**src/rtl/ov7670_capture.sv**
```systemverilog
// OV7670 pixel capture: frames on vsync/href, assembles byte pairs into RGB565
// words for the pixel FIFO, skips settling frames and flags overflow/geometry errors.
module ov7670_capture #(
   parameter int H_ACTIVE    = 640,
   parameter int V_ACTIVE    = 480,
   parameter int SKIP_FRAMES = 2
) (
   input  logic        clk,
   input  logic        rst_n,
   input  logic        cam_vsync,
   input  logic        cam_href,
   input  logic [7:0]  cam_data,
   input  logic        full_fifo,
   input  logic        err_clr,
   output logic [15:0] dout,
   output logic        wr_en,
   output logic        frame_done,
   output logic        capturing,
   output logic        overflow,
   output logic        size_err,
   output logic [15:0] drop_cnt
);

   typedef enum logic [1:0] { SYNC, SKIP, CAPTURE, WAIT_VS } state_t;

   logic        vsync_q, href_q, vsync_prev_q, href_prev_q;
   logic [7:0]  data_q;
   state_t      state_q, state_d;
   logic [3:0]  skip_cnt_q, skip_cnt_d;
   logic [11:0] x_cnt_q, x_cnt_d;
   logic [11:0] line_cnt_q, line_cnt_d;
   logic        byte_ph_q, byte_ph_d;
   logic [7:0]  hi_q, hi_d;
   logic [15:0] dout_q, dout_d;
   logic        pix_valid_q, pix_valid_d;
   logic        frame_done_q, frame_done_d;
   logic        capturing_q, capturing_d;
   logic        overflow_q, overflow_d;
   logic        size_err_q, size_err_d;
   logic [15:0] drop_cnt_q, drop_cnt_d;
   logic        start_frame;

   logic vs_fall, vs_rise, href_fall;
   assign vs_fall   = vsync_prev_q & ~vsync_q;
   assign vs_rise   = ~vsync_prev_q & vsync_q;
   assign href_fall = href_prev_q & ~href_q;

   // NOTE: every variable gets a default before any branch so no latch is inferred.
   always_comb begin
      state_d      = state_q;
      skip_cnt_d   = skip_cnt_q;
      x_cnt_d      = x_cnt_q;
      line_cnt_d   = line_cnt_q;
      byte_ph_d    = byte_ph_q;
      hi_d         = hi_q;
      dout_d       = dout_q;
      pix_valid_d  = 1'b0;
      frame_done_d = 1'b0;
      capturing_d  = (state_q == CAPTURE);
      overflow_d   = overflow_q;
      size_err_d   = size_err_q;
      drop_cnt_d   = drop_cnt_q;
      start_frame  = 1'b0;

      // Clear first so a simultaneous new error or drop wins.
      if (err_clr) begin
         overflow_d = 1'b0;
         size_err_d = 1'b0;
         drop_cnt_d = '0;
      end
      if (pix_valid_q && full_fifo) begin
         overflow_d = 1'b1;
         if (drop_cnt_d != 16'hFFFF) drop_cnt_d = drop_cnt_d + 16'd1;
      end

      case (state_q)
         SYNC: begin
            if (vs_fall) begin
               if (SKIP_FRAMES == 0) begin
                  start_frame = 1'b1;
               end else begin
                  skip_cnt_d = 4'd1;
                  state_d    = SKIP;
               end
            end
         end
         SKIP: begin
            // skip_cnt counts frames already discarded; the edge after the last one starts capture.
            if (vs_fall) begin
               if (skip_cnt_q >= 4'(SKIP_FRAMES)) start_frame = 1'b1;
               else                                skip_cnt_d  = skip_cnt_q + 4'd1;
            end
         end
         CAPTURE: begin
            if (href_q && !vsync_q) begin
               byte_ph_d = ~byte_ph_q;
               if (!byte_ph_q) begin
                  hi_d = data_q;
               end else begin
                  dout_d      = {hi_q, data_q};
                  pix_valid_d = 1'b1;
                  if (x_cnt_q != 12'hFFF) x_cnt_d = x_cnt_q + 12'd1;
               end
            end
            if (href_fall) begin
               if (x_cnt_q != 12'(H_ACTIVE) || byte_ph_q) size_err_d = 1'b1;
               if (line_cnt_q != 12'hFFF) line_cnt_d = line_cnt_q + 12'd1;
               x_cnt_d   = '0;
               byte_ph_d = 1'b0;
            end
            if (vs_rise) begin
               frame_done_d = 1'b1;
               if (line_cnt_d != 12'(V_ACTIVE)) size_err_d = 1'b1;
               state_d = WAIT_VS;
            end
         end
         WAIT_VS: begin
            if (vs_fall) start_frame = 1'b1;
         end
         default: state_d = SYNC;
      endcase

      if (start_frame) begin
         state_d    = CAPTURE;
         x_cnt_d    = '0;
         line_cnt_d = '0;
         byte_ph_d  = 1'b0;
      end
   end

   // NOTE: sequential state uses non-blocking assignments so every register samples pre-edge values.
   always_ff @(posedge clk or negedge rst_n) begin
      if (!rst_n) begin
         vsync_q      <= 1'b0;
         href_q       <= 1'b0;
         data_q       <= '0;
         vsync_prev_q <= 1'b0;
         href_prev_q  <= 1'b0;
         state_q      <= SYNC;
         skip_cnt_q   <= '0;
         x_cnt_q      <= '0;
         line_cnt_q   <= '0;
         byte_ph_q    <= 1'b0;
         hi_q         <= '0;
         dout_q       <= '0;
         pix_valid_q  <= 1'b0;
         frame_done_q <= 1'b0;
         capturing_q  <= 1'b0;
         overflow_q   <= 1'b0;
         size_err_q   <= 1'b0;
         drop_cnt_q   <= '0;
      end else begin
         vsync_q      <= cam_vsync;
         href_q       <= cam_href;
         data_q       <= cam_data;
         vsync_prev_q <= vsync_q;
         href_prev_q  <= href_q;
         state_q      <= state_d;
         skip_cnt_q   <= skip_cnt_d;
         x_cnt_q      <= x_cnt_d;
         line_cnt_q   <= line_cnt_d;
         byte_ph_q    <= byte_ph_d;
         hi_q         <= hi_d;
         dout_q       <= dout_d;
         pix_valid_q  <= pix_valid_d;
         frame_done_q <= frame_done_d;
         capturing_q  <= capturing_d;
         overflow_q   <= overflow_d;
         size_err_q   <= size_err_d;
         drop_cnt_q   <= drop_cnt_d;
      end
   end

   assign dout       = dout_q;
   assign wr_en      = pix_valid_q & ~full_fifo;
   assign frame_done = frame_done_q;
   assign capturing  = capturing_q;
   assign overflow   = overflow_q;
   assign size_err   = size_err_q;
   assign drop_cnt   = drop_cnt_q;

endmodule
```
**config.mk**
```make
export PLATFORM = sky130hd
export DESIGN_NAME = ov7670_capture
export DESIGN_NICKNAME = d
export VERILOG_FILES = /design/src/rtl/ov7670_capture.sv
export SDC_FILE = /design/constraint.sdc
export NUM_CORES = 1
export LEC_CHECK = 0
export BUFFER_PORTS_ARGS = -buffer_cell sky130_fd_sc_hd__buf_2
export CAP_MARGIN = 5
export CORE_MARGIN = 2
export CORE_UTILIZATION = 45
export CTS_CLUSTER_DIAMETER = 30
export DETAILED_ROUTE_END_ITERATION = 6
export GPL_ROUTABILITY_DRIVEN = 0
export HOLD_SLACK_MARGIN = 0.05
export PLACE_DENSITY = 0.71
export REMOVE_ABC_BUFFERS = 1
export SLEW_MARGIN = 15
export SYNTH_ARGS = -nofsm -noshare
export SYNTH_HDL_FRONTEND = slang
export SYNTH_SLANG_ARGS = --single-unit
export TNS_END_PERCENT = 10
```
**constraint.sdc**
```tcl
create_clock -name clk -period 2.5 [get_ports clk]
set_input_delay 0.125 -clock clk [delete_from_list [all_inputs] [get_ports clk]]
set_output_delay 0.125 -clock clk [all_outputs]
set_load 0.01 [all_outputs]
```
==> run summary <==
Register area share after synthesis: 53.3%
Hold-fix buffers at CTS: 11
CTS tree: done
# fillers: 782
P_int: 0.00249 W
CP Launch Type: flip-flop
Slew @ Worst Pin: 0.713 ns
Clk sinks: 88
IO Port Bufs: 50
Syn Inst Count: 392
Die width: 99.8 um
Die height: 99.8 um
Ys async rst share: 100%
H-Tree Depth: 3
Pins Over Slew Limit: 0
Max IR drop VDD: 0.627 mV
CTS Buf Count: 9
P_sw: 0.00102 W
Main synth FF type: dfrtp_1
Relative slew slack: 52.5%
Vias in the first global route: 3077
Clock power share: 27.6%
Pwr Total: 0.00351 W
Final-report hold violation count: 0
Largest net degree at the start of global routing: 57
EDFF count, synth: 0
Critical-path maximum fanout: 7
Area growth syn-to-layout: 17.7%
DRC Markers: 0
Reg area: 2200 um2
Sequential share of power: 52.7%
Setup TNS Final: 0 ns
Ant. Diodes: 0
Clock tree buffer depth: 2
Vias per cell: 5.59
Drt first pass iters: 4
Placement row count: 34
Period utilisation layout: 90.7%
# Max-Cap Violations: 0
F_max: 0.441 GHz
Total track usage: 17.7%
Multi-input combinational cell area: 1830 um2
Yosys cell types: 55
Gate power share: 19.8%
Die area: 9970 um2
CP Data Arrival Time: 2.47 ns
Post-Route Skew: 0.0122 ns
Fin nets: 483
Detail Route Antenna Nets: 0
Netlist Area Pre-Place: 4130 um2
DPL Wire Length: 5950 um
Critical path class: flip-flop to flip-flop
Leak: 2.20 nW
Post-synthesis register bit count: 88
Clk pin slew, worst setup/hold paths: 0.09 ns
Setup violators final: 0
Detailed Route Iter0 Violations: 149
RSZ-0062 raised after global routing: false
Power Density: 722 nW/um2
Share of layout cells above drive strength 1: 23.6%
Total Wirelength: 8430 um
Grt total ovfl: 0
Wire per inst: 14.7 um
Sw Ratio: 29.1%
PnR worst setup slack: 0.232 ns
Yosys warnings: 0
DR vias: 3213
Initial antenna violation count: 0
Synth Area per Inst: 10.5 um2
Hold Crit Class: input port to flip-flop
Status: finished, final reports clean
Skew-Pair Late Insertion Delay: 0.34 ns
DP Worst Slack: 0.238 ns
Post-CTS Setup Inserts: 0
# IOs: 51
Initial core utilization: 46.9%
First-pass GRT wire length: 14400 um
CP Capture Type: flip-flop
CORE AREA: 8810 um2
Data required, critical path: 2.70 ns
Post-CTS resize count: 0
Fin crit period: 2.27 ns
Clock root buffer: clkbuf_8
[cells in the final DEF (no fill, tap or decap), types with 5 or more instances in the layout]
cell type	n
dlygate4sd3_1	11
nand2_1	31
nor2b_1	11
o21ai_0	29
clkbuf_8	9
buf_2	49
a21oi_1	19
buf_4	11
nand4_1	9
nand3_1	22
xor2_1	5
xnor2_1	10
and2_1	5
nor3_1	5
nor2_1	31
a31oi_1	8
ha_1	6
dfrtp_1	88
and3_1	5
mux2_2	26
inv_1	11
[per-stage QoR]
step	hold slack, ns	util (%)	instance area [um2]	instances
finish	0.120	55.2	4860	575
global route	0.117	55.2	4860	575
CTS	0.0994	55.2	4860	575
detailed placement	0.227	51.8	4560	549
global placement	0.218	51.8	4560	549
floorplan	-0.171	-	4080	380
[layer usage]
metal  track usage, %  share of wire (%)  up-vias
met4             3.90               0.71        0
li1                 -                  -     1550
met2             29.8                 48       98
met3             4.04                5.1        8
met1             23.6                 46     1557
met5                0                  0        -
[critical path, cell delays in order, from the launching register on]
cell       delay, ns
dfrtp_1         0.44
ha_1            0.23
nand3_1         0.17
nor2_1          0.41
and3_1          0.26
o2111ai_1       0.13
a2111oi_0       0.39
a21oi_1         0.11
[synthesized netlist by cell type (3+ instances only)]
| cell type | count | share of area [%] |
|---|---|---|
| nand2b_1 | 3 | 0.45 |
| xnor2_1 | 10 | 2.1 |
| dfrtp_1 | 88 | 53 |
| a31oi_1 | 8 | 1.2 |
| xor2_1 | 5 | 1.1 |
| a41oi_1 | 3 | 0.64 |
| nor2_1 | 31 | 2.8 |
| nor2b_1 | 11 | 1.7 |
| inv_1 | 11 | 1.0 |
| a21o_1 | 3 | 0.54 |
| ha_1 | 6 | 1.8 |
| nand3b_1 | 3 | 0.54 |
| or3_1 | 4 | 0.61 |
| and4_1 | 3 | 0.64 |
| and3_1 | 5 | 0.76 |
| clkbuf_1 | 8 | 0.73 |
| and2_1 | 5 | 0.76 |
| nand2_1 | 31 | 2.8 |
| nand4_1 | 9 | 1.4 |
| a21oi_1 | 19 | 2.3 |
| nor3_1 | 5 | 0.61 |
| nand3_1 | 22 | 2.7 |
| nor4_1 | 3 | 0.45 |
| o21ai_0 | 29 | 3.5 |
| mux2_2 | 26 | 7.1 |
[power groups by stage]
stage	clock network [W]	logic, W	registers (W)
after floorplan	0	0.000350	0.00190
after global placement	0	0.000668	0.00186
after detailed placement	0	0.000694	0.00188
after CTS	0.000995	0.000709	0.00185
after global routing	0.00106	0.000768	0.00189
final	0.000968	0.000695	0.00185
[state kept, by name (all words and copies together) (netlist names)]
signal and count:
capturing 1, href_prev_q 1, hi_q 8, byte_ph_q 1
line_cnt_q 12, skip_cnt_q 4, overflow 1, vsync_prev_q 1
pix_valid_q 1, x_cnt_q 12, drop_cnt 16, frame_done 1
dout 16, state_q 2, vsync_q 1, data_q 8
href_q 1, size_err 1
[final timing paths]
check                               from             to  slack, ns  depth (start not counted)
hold / removal                 full_fifo       overflow       0.12                          3
hold reg to reg                   href_q    href_prev_q       0.49                          0
setup / recovery           line_cnt_q[0]       size_err       0.23                          7
setup reg to reg           line_cnt_q[0]       size_err       0.23                          7
min in group asynchronous          rst_n  line_cnt_q[4]       0.37                          2
max in group asynchronous          rst_n    drop_cnt[4]       1.51                          3
[cell families (layout without fill, tap and decap cells)]
group | Yosys count | after routing | share of synthesized area [%]
AOI/OAI and AO/OA | 80 | 80 | 12.3
xor gates and xnor gates | 15 | 15 | 3.18
adders and majority gates | 6 | 6 | 1.82
buffers and inverters | 24 | 99 | 2.42
DFF | 88 | 88 | 53.3
muxes | 27 | 27 | 7.33
and+or+nand+nor | 152 | 152 | 19.7
[final cells by class]
type                       instances  area share [%]
inverter                          12           0.926
timing repair buffer              72            9.42
multi-input combinational        280            37.6
sequential                        88            45.3
clock buffer                       9            2.55
tap                              108            2.78
clock inverter                     6            1.41
(Power assumes the default switching activity.)
